### config.mk
export PLATFORM = sky130hd
export DESIGN_NAME = lsb_embedder
export DESIGN_NICKNAME = d
export VERILOG_FILES = /design/src/rtl/lsb_embedder.sv
export SDC_FILE = /design/constraint.sdc
export NUM_CORES = 1
export LEC_CHECK = 0
export BUFFER_PORTS_ARGS = -buffer_cell sky130_fd_sc_hd__buf_2
export CORE_MARGIN = 2
export CORE_UTILIZATION = 45
export CTS_CLUSTER_SIZE = 25
export DETAILED_ROUTE_END_ITERATION = 7
export PLACE_DENSITY_LB_ADDON = 0.2
export SKIP_CTS_REPAIR_TIMING = 1
export SYNTH_ARGS = -nofsm -noshare
export SYNTH_HDL_FRONTEND = slang
export SYNTH_SLANG_ARGS = --single-unit
### constraint.sdc
create_clock -name clk -period 2.7 [get_ports clk]
set_clock_uncertainty 0.2 [all_clocks]
set_input_delay 0.27 -clock clk [delete_from_list [all_inputs] [get_ports clk]]
set_output_delay 0.27 -clock clk [all_outputs]
set_load 0.02 [all_outputs]
### src/rtl/lsb_embedder.sv
`default_nettype none
// ============================================================================
// Module      : lsb_embedder
// Description : Pops MESS_WIDTH-bit message nibbles from a FIFO and writes
//               them, EMBED_BITS at a time (LSB slice first), into the LSBs
//               of a valid/ready pixel stream. After mess_len nibbles have
//               been embedded, pixels pass through unchanged.
// Revision    : 1.0 - initial release
// ----------------------------------------------------------------------------
// Ports
//   clk          in   clock, rising edge
//   rst          in   asynchronous active-high reset
//   start        in   1-cycle pulse, begin new message (samples mess_len)
//   mess_len     in   number of nibbles to embed
//   mess_din     in   FIFO data out
//   mess_vld     in   FIFO data out valid
//   mess_empty   in   FIFO empty
//   mess_rd_req  out  FIFO read request (1-cycle pulse)
//   pix_in       in   cover pixel
//   pix_in_vld   in   cover pixel valid
//   pix_in_rdy   out  cover pixel ready
//   pix_out      out  stego pixel (registered)
//   pix_out_vld  out  stego pixel valid
//   pix_out_rdy  in   downstream ready
//   busy         out  message embedding in progress
//   done         out  message fully embedded, sticky until next start
// Configuration
//   STEGO_SCRAMBLE_EN : when defined, each latched nibble is XORed with a
//                       4-bit LFSR (seed 4'b1001, reloaded on every accepted
//                       start, advanced once per latched nibble).
//                       Requires MESS_WIDTH <= 4.
// ============================================================================
module lsb_embedder #(
  parameter int PIX_WIDTH  = 8,
  parameter int MESS_WIDTH = 4,
  parameter int EMBED_BITS = 1,
  parameter int LEN_WIDTH  = 16
) (
  input  logic                  clk,
  input  logic                  rst,
  input  logic                  start,
  input  logic [LEN_WIDTH-1:0]  mess_len,
  input  logic [MESS_WIDTH-1:0] mess_din,
  input  logic                  mess_vld,
  input  logic                  mess_empty,
  output logic                  mess_rd_req,
  input  logic [PIX_WIDTH-1:0]  pix_in,
  input  logic                  pix_in_vld,
  output logic                  pix_in_rdy,
  output logic [PIX_WIDTH-1:0]  pix_out,
  output logic                  pix_out_vld,
  input  logic                  pix_out_rdy,
  output logic                  busy,
  output logic                  done
);

  localparam int C_SLICES  = MESS_WIDTH / EMBED_BITS;
  localparam int C_K_WIDTH = (C_SLICES > 1) ? $clog2(C_SLICES) : 1;
  localparam logic [C_K_WIDTH-1:0] C_K_LAST = C_K_WIDTH'(C_SLICES - 1);
  localparam logic [LEN_WIDTH-1:0] C_LEN_ONE = LEN_WIDTH'(1);

  typedef enum logic [2:0] {
    ST_IDLE  = 3'd0,
    ST_FETCH = 3'd1,
    ST_WAIT  = 3'd2,
    ST_EMBED = 3'd3,
    ST_PASS  = 3'd4
  } state_t;

  state_t                 state_q, state_d;
  logic [LEN_WIDTH-1:0]   rem_q, rem_d;
  logic [C_K_WIDTH-1:0]   k_q, k_d;
  logic [MESS_WIDTH-1:0]  nibble_q, nibble_d;
  logic [PIX_WIDTH-1:0]   pix_out_q, pix_out_d;
  logic                   pix_out_vld_q, pix_out_vld_d;
  logic                   done_q, done_d;

  logic                   w_pix_accept;
  logic                   w_pass_state;
  logic [MESS_WIDTH-1:0]  w_shifted;
  logic [EMBED_BITS-1:0]  w_slice;
  logic [MESS_WIDTH-1:0]  w_key;

`ifdef STEGO_SCRAMBLE_EN
  logic [3:0] lfsr_q, lfsr_d;
  assign w_key = lfsr_q[MESS_WIDTH-1:0];
`else
  assign w_key = '0;
`endif

  // Pixels are only taken in states that can produce an output pixel; the
  // output register may still drain while the input is stalled.
  assign w_pass_state = (state_q == ST_IDLE) || (state_q == ST_PASS);
  assign pix_in_rdy   = (!pix_out_vld_q || pix_out_rdy) &&
                        (w_pass_state || (state_q == ST_EMBED));
  assign w_pix_accept = pix_in_vld && pix_in_rdy;

  // Current slice of the latched nibble, LSB slice first.
  assign w_shifted = nibble_q >> (k_q * EMBED_BITS);
  assign w_slice   = w_shifted[EMBED_BITS-1:0];

  assign pix_out     = pix_out_q;
  assign pix_out_vld = pix_out_vld_q;
  assign done        = done_q;
  assign busy        = (state_q == ST_FETCH) || (state_q == ST_WAIT) ||
                       (state_q == ST_EMBED);

  always_comb begin
    state_d       = state_q;
    rem_d         = rem_q;
    k_d           = k_q;
    nibble_d      = nibble_q;
    pix_out_d     = pix_out_q;
    pix_out_vld_d = pix_out_vld_q;
    done_d        = done_q;
    mess_rd_req   = 1'b0;
`ifdef STEGO_SCRAMBLE_EN
    lfsr_d        = lfsr_q;
`endif

    // Output register: load on accept, otherwise clear once consumed.
    if (w_pix_accept) begin
      pix_out_vld_d = 1'b1;
      if (state_q == ST_EMBED) begin
        pix_out_d = {pix_in[PIX_WIDTH-1:EMBED_BITS], w_slice};
      end else begin
        pix_out_d = pix_in;
      end
    end else if (pix_out_rdy) begin
      pix_out_vld_d = 1'b0;
    end

    case (state_q)
      ST_IDLE, ST_PASS: begin
        if (start) begin
`ifdef STEGO_SCRAMBLE_EN
          lfsr_d = 4'b1001;
`endif
          k_d = '0;
          if (mess_len != '0) begin
            rem_d   = mess_len;
            done_d  = 1'b0;
            state_d = ST_FETCH;
          end else begin
            done_d  = 1'b1;
            state_d = ST_PASS;
          end
        end
      end

      ST_FETCH: begin
        if (!mess_empty) begin
          mess_rd_req = 1'b1;
          state_d     = ST_WAIT;
        end
      end

      ST_WAIT: begin
        if (mess_vld) begin
          nibble_d = mess_din ^ w_key;
`ifdef STEGO_SCRAMBLE_EN
          lfsr_d   = {lfsr_q[2:0], lfsr_q[3] ^ lfsr_q[2]};
`endif
          k_d      = '0;
          state_d  = ST_EMBED;
        end
      end

      ST_EMBED: begin
        if (w_pix_accept) begin
          if (k_q == C_K_LAST) begin
            k_d = '0;
            // rem never wraps below zero.
            if (rem_q != '0) begin
              rem_d = rem_q - C_LEN_ONE;
            end
            if (rem_q <= C_LEN_ONE) begin
              done_d  = 1'b1;
              state_d = ST_PASS;
            end else begin
              state_d = ST_FETCH;
            end
          end else begin
            k_d = k_q + C_K_WIDTH'(1);
          end
        end
      end

      default: begin
        state_d = ST_IDLE;
      end
    endcase
  end

  always_ff @(posedge clk or posedge rst) begin
    if (rst) begin
      state_q       <= ST_IDLE;
      rem_q         <= '0;
      k_q           <= '0;
      nibble_q      <= '0;
      pix_out_q     <= '0;
      pix_out_vld_q <= 1'b0;
      done_q        <= 1'b0;
    end else begin
      state_q       <= state_d;
      rem_q         <= rem_d;
      k_q           <= k_d;
      nibble_q      <= nibble_d;
      pix_out_q     <= pix_out_d;
      pix_out_vld_q <= pix_out_vld_d;
      done_q        <= done_d;
    end
  end

`ifdef STEGO_SCRAMBLE_EN
  always_ff @(posedge clk or posedge rst) begin
    if (rst) begin
      lfsr_q <= 4'b1001;
    end else begin
      lfsr_q <= lfsr_d;
    end
  end
`endif

endmodule
`default_nettype wire
==> impl_metrics.prom <==
# TYPE chip_impl_metric gauge
chip_impl_info{name="synthFlopType",value="sky130_fd_sc_hd__dfrtp_1"} 1
chip_impl_metric{name="grt_usage",unit="%"} 22.0
chip_impl_metric{name="drt-wirelength-per-cell",unit="microns"} 15.8
chip_impl_metric{name="cts.reportedPaths.clkPinSlew",unit="ns"} 0.08
chip_impl_info{name="path_cells",value="or4_4 -> or3_4 -> or4_4 -> buf_4 -> a31oi_1 -> a21oi_1"} 1
chip_impl_info{name="crit_slowest_cell",value="sky130_fd_sc_hd__or4_4"} 1
chip_impl_metric{name="max_cap_viol_count",unit=""} 0
chip_impl_metric{name="place_worst_setup_slack",unit="ns"} 0.0778
chip_impl_metric{name="cp_max_fo",unit=""} 8
chip_impl_metric{name="start_util",unit="%"} 47.1
chip_impl_info{name="rsz0062_at_grt",value="no"} 1
chip_impl_metric{name="place.port_buffers",unit=""} 47
chip_impl_metric{name="antenna_found_initial",unit=""} 0
chip_impl_info{name="layout_commonest_cell",value="sky130_fd_sc_hd__buf_2"} 1
chip_impl_metric{name="synth_area_per_cell",unit="sq um"} 9.43
chip_impl_metric{name="die-area",unit="sq um"} 5150
chip_impl_metric{name="dr_total_vias",unit=""} 1978
chip_impl_metric{name="coreArea",unit="sq um"} 4380
chip_impl_metric{name="finish.utilization",unit="%"} 58.7
chip_impl_metric{name="globalplace.congestion",unit=""} 0.828
chip_impl_metric{name="dp.final_hpwl",unit="microns"} 3630
chip_impl_metric{name="reg2reg_depth",unit=""} 6
chip_impl_info{name="top_library_cells_by_usage_in_the_layout_fill_and_taps_aside",value="sky130_fd_sc_hd__buf_2 (47), sky130_fd_sc_hd__dfrtp_1 (35), sky130_fd_sc_hd__nand2_1 (19), sky130_fd_sc_hd__buf_4 (16), sky130_fd_sc_hd__nor2_1 (14)"} 1
chip_impl_metric{name="detail_route.iter0.violations",unit=""} 179
chip_impl_metric{name="timing.final.crit_period",unit="ns"} 2.60
chip_impl_metric{name="dp_cells",unit=""} 318
chip_impl_info{name="startpoint_type",value="flop"} 1
chip_impl_metric{name="routed_wirelength",unit="microns"} 5220
chip_impl_metric{name="die_h",unit="microns"} 71.7
chip_impl_metric{name="detail_route.drc_violations",unit=""} 0
chip_impl_metric{name="powerDensity",unit="nW/um^2"} 1090
chip_impl_metric{name="grt_remaining_overflow",unit=""} 0
chip_impl_metric{name="maxSlewHeadroom",unit="%"} 62.5
chip_impl_metric{name="syn-cell-area",unit="sq um"} 2060
chip_impl_metric{name="max_freq",unit="MHz"} 385
chip_impl_info{name="min_to",value="nibble_q[1]$_DFFE_PP0P_"} 1
chip_impl_info{name="timing.rr.start",value="rem_q[11]$_DFFE_PP0P_"} 1
chip_impl_info{name="outcome",value="finished, final reports clean"} 1
chip_impl_metric{name="synthesis_to_finish_area_growth",unit="%"} 24.6
chip_impl_metric{name="synth_sequential_area_ratio",unit="%"} 42.4
chip_impl_metric{name="clock_sink_count",unit=""} 35
chip_impl_metric{name="fin_setup_tns",unit="ns"} 0
chip_impl_metric{name="net_count_after_synthesis",unit=""} 258
chip_impl_metric{name="final_hold_viol_count",unit=""} 0
chip_impl_metric{name="first_global_vias",unit=""} 1899
chip_impl_info{name="cts_root_buffer",value="sky130_fd_sc_hd__clkbuf_8"} 1
chip_impl_metric{name="setup_viol",unit=""} 0
chip_impl_info{name="min-delay-path-class",value="input pin to flop"} 1
chip_impl_metric{name="detail-route-antenna-nets",unit=""} 0
chip_impl_metric{name="slowest_delay",unit="ns"} 0.58
chip_impl_metric{name="drtPass1Iterations",unit=""} 4
chip_impl_metric{name="placementRows",unit=""} 24
chip_impl_metric{name="netlist_instances",unit=""} 219
chip_impl_metric{name="yosys_register_bits",unit=""} 35
chip_impl_metric{name="grt_first_pass_wirelength",unit="microns"} 8970
chip_impl_metric{name="final_net_count",unit=""} 317
chip_impl_info{name="timing.rr.end",value="rem_q[8]$_DFFE_PP0P_"} 1
chip_impl_info{name="cts_tree",value="built"} 1
chip_impl_metric{name="route.detailed.vias_per_inst",unit=""} 5.98
chip_impl_metric{name="power_leakage",unit="nW"} 1.12
chip_impl_metric{name="clk_path_buf_depth",unit=""} 2
chip_impl_metric{name="synth_async_sr_flop_share",unit="%"} 100
chip_impl_metric{name="slew_violations",unit=""} 0
chip_impl_metric{name="dieWidth",unit="microns"} 71.7
chip_impl_metric{name="post_route_cells_drive_above_1_share",unit="%"} 33.7
chip_impl_info{name="endpoint_type_of_the_worst_setup_path",value="flop"} 1
chip_impl_metric{name="finalNonFillerCells",unit=""} 331
chip_impl_metric{name="tightest_slew",unit="ns"} 0.559
chip_impl_metric{name="ff2ff_setup_slack",unit="ns"} 0.10
chip_impl_metric{name="min_period_over_period",unit="%"} 96.2
chip_impl_metric{name="irDropWorstVdd",unit="V"} 0.000524
chip_impl_metric{name="cp_data_arrival_time",unit="ns"} 2.57
chip_impl_metric{name="synth.yosys.warnings",unit=""} 0
chip_impl_info{name="hold_path.startpoint",value="mess_din[1]"} 1
chip_impl_metric{name="cts_htree_levels",unit=""} 2
chip_impl_metric{name="timing.final.ws_setup",unit="ns"} 0.102
chip_impl_metric{name="worst_hold_path.num_cells",unit=""} 2
chip_impl_metric{name="synth_edf_count",unit=""} 0
chip_impl_metric{name="dpl-instance-area",unit="sq um"} 2420
chip_impl_info{name="critical-path-top-cell-by-count",value="sky130_fd_sc_hd__or4_4"} 1
chip_impl_metric{name="fill_cells",unit=""} 404
chip_impl_metric{name="synth.distinct_cells",unit=""} 48
chip_impl_metric{name="source_to_sink_clock_delay_at_the_later_pin_of_the_worst_skew_pair",unit="ns"} 0.29
chip_impl_metric{name="diodes",unit=""} 0
chip_impl_metric{name="worst_ep_required_time",unit="ns"} 2.67
chip_impl_metric{name="io-pin-count",unit=""} 48
chip_impl_metric{name="tritoncts.num_buffers",unit=""} 5
chip_impl_metric{name="grt_max_degree",unit=""} 36
chip_impl_info{name="critical_path_class",value="flop to flop"} 1
chip_impl_metric{name="finalInstanceArea",unit="sq um"} 2570
-- area by class of cell --
cell class / count / area [sq um] / share of cell area [%]
inverter: 5 / 18.8 / 0.730
tap: 52 / 65.1 / 2.53
timing repair buffer: 68 / 415 / 16.1
clock inverter: 3 / 20.0 / 0.778
clock buffer: 5 / 68.8 / 2.68
sequential: 35 / 876 / 34.0
multi-input combinational: 163 / 1110 / 43.1
-- cells in the mapped netlist, drive strengths merged, types with 3 or more instances --
master,instances,share of area [%]
inv,5,0.91
a21oi,13,3.2
mux2,11,6.0
nand2b,4,1.2
or2,3,0.91
dfrtp,35,42
o31ai,3,1.1
o41ai,4,1.7
o22a,3,1.3
o21ai,13,3.2
nand3,4,0.97
buf,4,1.7
o22ai,3,0.91
a31oi,9,2.7
nor3,7,1.7
or3,5,1.5
o2bb2ai,3,1.3
nor4,5,1.5
a22o,3,1.3
nor2,14,2.5
ha,4,2.4
clkbuf,13,2.4
or4,5,2.2
nand2,19,3.5
-- metal layers --
metal	wire length, microns	up-vias	track usage, %
met3	395	7	6.75
met2	2470	78	33.8
met4	49	0	6.71
met1	2300	940	30.0
li1	-	953	-
met5	0	-	0
-- power breakdown --
group	switching (mW)	internal, mW
Combinational	0.830	0.637
Clock	0.208	0.180
Sequential	0.169	0.783
Total	1.21	1.60
-- critical path: cells and delay by family, from the launching register on --
family,cells,cell delay [ns]
DFF,1,0.39
and+or+nand+nor,3,1.45
AOI/OAI and AO/OA,2,0.24
buffers and inverters,1,0.20
-- worst max path at each step --
stage	startpoint	depth (start not counted)	to
2_1_floorplan	rem_q[10]$_DFFE_PP0P_	8	rem_q[15]$_DFFE_PP0P_
3_3_place_gp	rem_q[10]$_DFFE_PP0P_	5	rem_q[15]$_DFFE_PP0P_
3_5_place_dp	rem_q[10]$_DFFE_PP0P_	7	done$_DFFE_PP0P_
4_1_cts	rem_q[10]$_DFFE_PP0P_	7	done$_DFFE_PP0P_
5_1_grt	rem_q[10]$_DFFE_PP0P_	6	rem_q[8]$_DFFE_PP0P_
6_report	rem_q[11]$_DFFE_PP0P_	6	rem_q[8]$_DFFE_PP0P_
-- registers in the layout, summed over array words and instances (netlist names) --
signal,flops
pix_out,8
done,1
state_q,3
k_q,2
nibble_q,4
pix_out_vld,1
rem_q,16
-- cells by family (layout without fill, tap and decap cells) --
group                    Yosys count  after routing  share of synthesized area (%)
multiplexers                      14             14                           8.06
AND/OR/NAND/NOR                   73             74                           18.6
buffers and inverters             22             81                           4.97
flip-flops                        35             35                           42.4
adder cells (fa/ha/maj)            4              4                           2.42
AO/OA/AOI/OAI                     71             71                           23.5
-- stage by stage --
| step | total power, mW | hold WS, ns |
|---|---|---|
| floorplan | 1.96 | 0.221 |
| detailed placement | 2.40 | 0.204 |
| finish | 2.81 | 0.00340 |
| global placement | 2.37 | 0.198 |
| CTS | 2.79 | -0.115 |
| global route | 3.02 | 0.000730 |
Note: power is estimated with default switching activity, not from simulation.
